File: src/rtl/jtframe_slots_pkg.sv
// Shared types for the SDRAM bank slot front-end: FSM states and slot index sizing.
package jtframe_slots_pkg;

  typedef enum logic [1:0] {
    IDLE,
    WAIT_ACK,
    WAIT_RDY
  } state_t;

  // Index width for a slot number, never narrower than one bit
  function automatic int slot_iw(input int slots);
    return (slots > 1) ? $clog2(slots) : 1;
  endfunction

endpackage

File: src/rtl/jtframe_rr_arbiter.sv
// Combinational round-robin picker: first requester at or after the pointer, wrapping.
module jtframe_rr_arbiter #(
  parameter int SLOTS = 4,
  parameter int IW    = 2
) (
  input  logic [SLOTS-1:0] i_req,
  input  logic [IW-1:0]    i_ptr,
  output logic [SLOTS-1:0] o_gnt,
  output logic [IW-1:0]    o_idx,
  output logic             o_any
);

  logic [IW-1:0] w_cand;

  always_comb begin
    o_gnt  = '0;
    o_idx  = '0;
    o_any  = 1'b0;
    w_cand = '0;
    for (int k = 0; k < SLOTS; k++) begin
      w_cand = IW'((int'(i_ptr) + k) % SLOTS);
      if (!o_any && i_req[w_cand]) begin
        o_any         = 1'b1;
        o_gnt[w_cand] = 1'b1;
        o_idx         = w_cand;
      end
    end
  end

endmodule

File: src/rtl/jtframe_bank_slots.sv
// Shares one SDRAM bank port among SLOTS read-only requesters with round-robin grants.
// Define JTFRAME_SLOT_CACHE_EN to keep slot results valid after the slot's cs drops.
module jtframe_bank_slots
  import jtframe_slots_pkg::*;
#(
  parameter int SLOTS = 4,
  parameter int AW    = 22,
  parameter int DW    = 16
) (
  input  logic                clk_rom,
  input  logic                rst_n,
  input  logic                flush,
  input  logic [SLOTS*AW-1:0] slot_addr,
  input  logic [SLOTS-1:0]    slot_cs,
  output logic [SLOTS-1:0]    slot_ok,
  output logic [SLOTS*DW-1:0] slot_dout,
  output logic [AW-1:0]       ba_addr,
  output logic                ba_rd,
  input  logic                ba_ack,
  input  logic                ba_rdy,
  input  logic [31:0]         sdram_dout
);

  localparam int IW = slot_iw(SLOTS);

  state_t           r_state;
  logic [AW-1:0]    r_ba_addr;
  logic             r_ba_rd;
  logic [IW-1:0]    r_sel;
  logic [IW-1:0]    r_rr;
  logic             r_flushed;
  logic [SLOTS-1:0] r_valid;
  logic [AW-1:0]    r_tag  [SLOTS];
  logic [DW-1:0]    r_dout [SLOTS];

  logic [AW-1:0]    w_addr [SLOTS];
  logic [SLOTS-1:0] w_hit;
  logic [SLOTS-1:0] w_pending;
  logic [SLOTS-1:0] w_valid_nxt;
  logic [SLOTS-1:0] w_unused_gnt;
  logic [IW-1:0]    w_gidx;
  logic             w_any;
  logic             w_done;
  logic             w_unused_dout;

  for (genvar g = 0; g < SLOTS; g++) begin : g_slot
    assign w_addr[g]              = slot_addr[g*AW +: AW];
    assign w_hit[g]               = r_valid[g] & (r_tag[g] == w_addr[g]);
    assign w_pending[g]           = slot_cs[g] & ~w_hit[g];
    assign slot_ok[g]             = slot_cs[g] & w_hit[g];
    assign slot_dout[g*DW +: DW]  = r_dout[g];
  end

  assign ba_addr       = r_ba_addr;
  assign ba_rd         = r_ba_rd;
  assign w_unused_dout = ^sdram_dout;
  assign w_done        = ((r_state == WAIT_ACK) && ba_ack && ba_rdy) ||
                         ((r_state == WAIT_RDY) && ba_rdy);

  jtframe_rr_arbiter #(
    .SLOTS (SLOTS),
    .IW    (IW)
  ) u_arb (
    .i_req (w_pending),
    .i_ptr (r_rr),
    .o_gnt (w_unused_gnt),
    .o_idx (w_gidx),
    .o_any (w_any)
  );

  // Flush wins over everything, including a result landing in the same cycle
  always_comb begin
    w_valid_nxt = r_valid;
`ifdef JTFRAME_SLOT_CACHE_EN
    w_valid_nxt = r_valid;
`else
    for (int i = 0; i < SLOTS; i++) begin
      if (!slot_cs[i] && !((r_state != IDLE) && (r_sel == IW'(i))))
        w_valid_nxt[i] = 1'b0;
    end
`endif
    if (w_done)
      w_valid_nxt[r_sel] = ~(flush | r_flushed);
    if (flush)
      w_valid_nxt = '0;
  end

  always_ff @(posedge clk_rom or negedge rst_n) begin
    if (!rst_n) begin
      r_state   <= IDLE;
      r_ba_addr <= '0;
      r_ba_rd   <= 1'b0;
      r_sel     <= '0;
      r_rr      <= '0;
      r_flushed <= 1'b0;
      r_valid   <= '0;
      for (int i = 0; i < SLOTS; i++) begin
        r_tag[i]  <= '0;
        r_dout[i] <= '0;
      end
    end else begin
      r_valid <= w_valid_nxt;
      case (r_state)
        IDLE: begin
          r_flushed <= 1'b0;
          if (w_any) begin
            r_sel     <= w_gidx;
            r_ba_addr <= w_addr[w_gidx];
            r_ba_rd   <= 1'b1;
            r_state   <= WAIT_ACK;
          end
        end
        WAIT_ACK: begin
          if (flush) r_flushed <= 1'b1;
          if (ba_ack) begin
            r_ba_rd <= 1'b0;
            r_state <= ba_rdy ? IDLE : WAIT_RDY;
          end
        end
        WAIT_RDY: begin
          if (flush) r_flushed <= 1'b1;
          if (ba_rdy) r_state <= IDLE;
        end
        default: r_state <= IDLE;
      endcase
      // The result always lands for the latched address, even if the slot moved on
      if (w_done) begin
        r_dout[r_sel] <= sdram_dout[DW-1:0];
        r_tag[r_sel]  <= r_ba_addr;
        r_rr          <= (r_sel == IW'(SLOTS-1)) ? '0 : r_sel + IW'(1);
      end
    end
  end

endmodule

File: config.mk
export PLATFORM = sky130hd
export DESIGN_NAME = jtframe_bank_slots
export DESIGN_NICKNAME = d
export VERILOG_FILES = /design/src/rtl/jtframe_slots_pkg.sv /design/src/rtl/jtframe_rr_arbiter.sv /design/src/rtl/jtframe_bank_slots.sv
export SDC_FILE = /design/constraint.sdc
export NUM_CORES = 1
export LEC_CHECK = 0
export CAP_MARGIN = 20
export CORE_MARGIN = 2
export CORE_UTILIZATION = 54
export CTS_BUF_LIST = sky130_fd_sc_hd__clkbuf_16
export CTS_CLUSTER_DIAMETER = 30
export CTS_CLUSTER_SIZE = 28
export DETAILED_ROUTE_END_ITERATION = 10
export PLACE_DENSITY = 0.88
export RECOVER_POWER = 50
export SYNTH_ARGS = -nofsm -noshare
export SYNTH_HDL_FRONTEND = slang
export SYNTH_SLANG_ARGS = --single-unit
File: constraint.sdc
create_clock -name clk_rom -period 4.1 [get_ports clk_rom]
set_clock_uncertainty 0.1 [all_clocks]
set_input_delay 0.615 -clock clk_rom [delete_from_list [all_inputs] [get_ports clk_rom]]
set_output_delay 0.615 -clock clk_rom [all_outputs]
set_load 0.05 [all_outputs]
Word level (Yosys, flattened, before mapping)
Index checks and enable logic that the tools add are counted.
{"block": "word_totals", "memories": 0, "reg_bits": 186, "romBits": 0, "word_cells": 144, "output_inout_bits": 91, "inputBits": 129, "ram_bits": 0, "latch_bits": 0}
{"block": "op_classes", "mux": 45, "shift": 0, "n_div": 0, "magnitude_cmp": 9, "addsub": 4, "eq_ne": 13, "multipliers": 0, "n_bitwise": 20, "reduce_logical": 38}
{"op": "$bwmux 88", "n": 1}
{"op": "$eq 22x22->1", "n": 4}
{"op": "$mux 22", "n": 3}
{"op": "$bwmux 64", "n": 1}
{"op": "$bmux 22 s2", "n": 1}
{"op": "$demux 22 s2", "n": 1}
{"op": "$demux 16 s2", "n": 1}
{"op": "$mux 2", "n": 9}
{"op": "$logic_and 1x1->1", "n": 16}
{"op": "$mux 1", "n": 16}
{"op": "$mux 16", "n": 1}
{"op": "$lt 2x3->1 const B", "n": 5}
{"op": "$and 1x1->1", "n": 12}
{"op": "$logic_not 1->1", "n": 11}
{"op": "$bmux 1 s2", "n": 4}
{"op": "$mux 4", "n": 2}
{"op": "$eq 2x2->1 const B", "n": 3}
{"op": "$ge 3x3->1 const B", "n": 2}
{"op": "$not 2->3", "n": 2}
{"op": "$pmux 2 s3", "n": 1}
{"op": "$reduce_and 3->1", "n": 2}
{"op": "$reduce_bool 2->1", "n": 3}
{"op": "$not 1->1", "n": 5}
{"op": "$add 2x1->2 const B", "n": 2}
{"op": "other kinds (14)", "n": 21}

Logic depth before layout (Yosys ltp)
{"block": "logic_depth", "word_depth": 20, "ltp_mapped": 11, "depth_no_buf": 8}

Modules after synthesis
A second synthesis with hierarchy kept.
{"block": "unflattened", "cells_unflattened": 632, "area_unflattened_um2": 9313.9}
{"module": "jtframe_bank_slots", "area_each_um2": 8891.0, "instances": 1, "seq_area_each_um2": 4654.5, "cells_each": 587}
{"module": "jtframe_rr_arbiter", "area_each_um2": 422.9, "instances": 1, "seq_area_each_um2": 0.0, "cells_each": 45}

Worst setup path after synthesis
Ideal clock, no wire load.
{"block": "synth_timing", "path_kind": "input-to-output", "startpoint": "input slot_addr[71]", "endpoint": "output slot_ok[3]", "n_path_buf": 0, "t_required_ns": 3.385, "t_arrival_ns": 2.686, "path_slack_ns": 0.699, "path_stages": 4, "path_cell_list": "xor2_1 > nor4_1 > nand4_1 > nor4_1"}
{"block": "synth_via", "elab_chain_len": 3}
{"element": "start: declaration", "line": "jtframe_bank_slots.sv:13", "source": "input logic [SLOTS*AW-1:0] slot_addr,"}
{"element": "$eq 22x22->1", "line": "jtframe_bank_slots.sv:48", "source": "assign w_hit[g] = r_valid[g] & (r_tag[g] == w_addr[g]);"}
{"element": "$and 1x1->1", "line": "jtframe_bank_slots.sv:48"}
{"element": "$and 1x1->1", "line": "jtframe_bank_slots.sv:50", "source": "assign slot_ok[g] = slot_cs[g] & w_hit[g];"}
{"element": "end: declaration", "line": "jtframe_bank_slots.sv:15", "source": "output logic [SLOTS-1:0] slot_ok,"}
No other way between the ends.

Worst setup path after layout
{"block": "layout_timing", "startpoint": "input slot_addr[79]", "endpoint": "output slot_ok[3]"}
The elaborated chain is that of the path after synthesis.

==> results.md <==
- Global-route wire length before repair: 39,650 um
- Cell variety after synth: 42
- Via-to-Cell Ratio: 5.765
- Rows: 46
- Least-Margin Pin Slew: 2.510 ns
- Hold-fix buffers, CTS: 0
- Max cap viols: 1
- Clk_lat worst skew: 0.43 ns
- Post-DRT Antenna Nets: 0
- GPL Wtd Cong: between 0.8 and 0.9
- DRT Wirelength: roughly 25,000 um
- Period minus WS final: 3.735 ns
- Initial antenna violation count: 1
- Final Cycle Share: 0.9111
- CTS resizes: 0
- Share of layout cells above drive strength 1: 0.2624
- Core Region: 0.01600 mm^2
- Commonest non-fill, non-tap cells in the layout: clkdlybuf4s50_1, dfrtp_1, mux2_2
- Number of H-tree levels: 4
- DR vias: 6,347
- PD cells: 854.2 mW/mm^2
- Die Wd: 132.2 um
- Mean post-synth cell area: between 10 and 15 um^2
- Die ar.: 0.01748 mm^2
- Drt first-iter violations: 360
- Pin count of the biggest net entering global routing: 100
- Max Clock Freq: 0.2677 GHz
- Total track usage: 0.2969
- Pre-Repair DR Iteration Count: 5
- Arr. time, crit path: 3.02 ns
- Synth Register Bits: 186
- Crit path largest cell delay: between 0.6 and 0.7 ns
- Count of final hold-check violations: 0
- WP data required: 3.38 ns
- RSZ-0062 raised after global routing: no
- Setup TNS: 0 ns
- Max_slew headroom: -0.6732
- Max IR drop VDD: 0.6516 mV
- Reg area: 0.004654 mm^2
- Area grow syn2layout: 33.17%
- Total CTS buffers: 17
- Initial core utilization: 0.5547
- WS Path Type: input pin to primary output
- Inst Count DP: 1,068
- Fraction of registers with async set/reset: 1.000
- Clock transition at path regs: 0.07 ns
- Most used DFF post-synth: dfrtp_1
- Clk buf depth: 2
- Clock Sink Count: between 150 and 200
- Final Max Slew Viols: 99
- HP Class: register to register
- Final setup fails: 0
- Crit path launch type: input pin
- Die Y: roughly 130 um
- Seq/Total Area, Yosys: 0.5245
- Mapped Area: 0.008875 mm^2
- CP cell instances: clkdlybuf4s50_1, xor2_1, nor4_1, buf_4, nand4_1, nor4_1, buf_4
- Boundary Pins: 220
- CTS tree: done
- Post-CTS setup buffers: 0
- Vias in the first global route: around 7.0k
- Fill cell count: 1,102
- Finished Layout Cells: 1,101
- Nets@finish: 1,007
- Post-synth EDFFs: 0
- Ys Warns: 0
- Multi-input gate area: 0.004029 mm^2
- Most common cell after layout, fill and taps aside: clkdlybuf4s50_1
- Post-Syn Instances: 658
- Detailed Place HPWL: 18,270 um
- Drt wl/cell: 22.87 um
- Failing checks: capacitance limit, slew limit
- Worst-path maximum fanout: 2
- Type of destination of the critical path: primary output
- # port buffers: 203
- Residual DRC: 0
- Syn nets: 794
- Lkg Pwr: 5.217 nW
- CP max stage cell: nor4_1
- Congestion Overflow GR: 0
- Status: finished with violations
- Clock root cell: clkbuf_16
==> where the power goes <==
| group | total, W | internal (W) | switching, W |
|---|---|---|---|
| combinational | 0.00505 | 0.00210 | 0.00295 |
| clock | 0.00171 | 0.00101 | 0.000704 |
| sequential | 0.00333 | 0.00267 | 0.000663 |
==> per-stage QoR <==
stage | hold WS (ns) | worst slack (ns) | area (um^2) | power, W | util
floorplan | 0.2194 | 0.6988 | 8875 | 0.006581 | -
global placement | 0.3881 | 0.4056 | 11230 | 0.008160 | 0.7018
detailed placement | 0.3921 | 0.3080 | 11230 | 0.008371 | 0.7018
CTS | 0.2215 | 0.4618 | 11840 | 0.01012 | 0.7397
global route | 0.4162 | 0.3857 | 11820 | 0.01052 | 0.7385
finish | 0.4060 | 0.3645 | 11820 | 0.01010 | 0.7387
==> final timing paths <==
path	from	endpoint	slack [ns]	cells past startpoint
max in group asynchronous	rst_n	slot_dout[57]$_DFFE_PN0P_	1.20	2
min	slot_dout[48]$_DFFE_PN0P_	slot_dout[48]$_DFFE_PN0P_	0.41	1
max reg2reg	r_tag[57]$_DFFE_PN0P_	ba_addr[21]$_DFFE_PN0P_	0.89	10
min in group asynchronous	rst_n	r_tag[6]$_DFFE_PN0P_	0.84	1
min reg2reg	slot_dout[48]$_DFFE_PN0P_	slot_dout[48]$_DFFE_PN0P_	0.41	1
max	slot_addr[79]	slot_ok[3]	0.36	7
==> per-layer routing <==
metal  part of all wire  global-route usage
met1               0.40              0.3576
met4              0.029              0.1147
met3              0.073             0.08381
met5                  0                   0
met2               0.50              0.5078
==> sequential cells by signal, summed over array words and instances (netlist names) <==
| register | count |
|---|---|
| r_tag | 88 |
| slot_dout | 64 |
| ba_addr | 22 |
| r_valid | 4 |
| r_rr | 2 |
| r_sel | 2 |
| r_state | 2 |
| ba_rd | 1 |
| r_flushed | 1 |
==> worst max-delay path, delay by kind of cell <==
kind          cells  cell delay (ns)
simple gates      3             1.22
buf+inv           3             1.00
xor+xnor          1             0.17
==> area by class of cell <==
type	instances	share of cell area
clock inverters	15	0.01524
diodes	1	0.0002117
inverters	10	0.003176
multi-input cells	434	0.3409
well taps	216	0.02287
clock buffers	17	0.03599
repair buffers	222	0.1878
flip-flops and latches	186	0.3938
==> cell usage after synthesis, types with 3 or more instances <==
cell type / count / share of area
a21o_1: 4 / 0.0034
a21oi_1: 5 / 0.0028
a31oi_1: 5 / 0.0035
buf_2: 7 / 0.0039
clkbuf_1: 18 / 0.0076
dfrtp_1: 186 / 0.52
ha_1: 7 / 0.0099
inv_1: 9 / 0.0038
mux2_2: 154 / 0.20
mux2i_1: 44 / 0.050
nand2_1: 35 / 0.015
nand3_1: 3 / 0.0017
nand4_1: 17 / 0.012
nor2_1: 12 / 0.0051
nor4_1: 8 / 0.0056
o21ai_0: 8 / 0.0045
o221ai_1: 3 / 0.0030
o221ai_2: 19 / 0.032
xnor2_1: 61 / 0.060
xor2_1: 27 / 0.027
==> logic make-up after synthesis <==
family | synth area share
muxes | 0.2450
DFF | 0.5245
xor gates and xnor gates | 0.08685
and+or+nand+nor | 0.05442
AOI/OAI and AO/OA | 0.05781
buffers and inverters | 0.02157
adders and majority gates | 0.009868
Power figures use the tool's default switching activity.
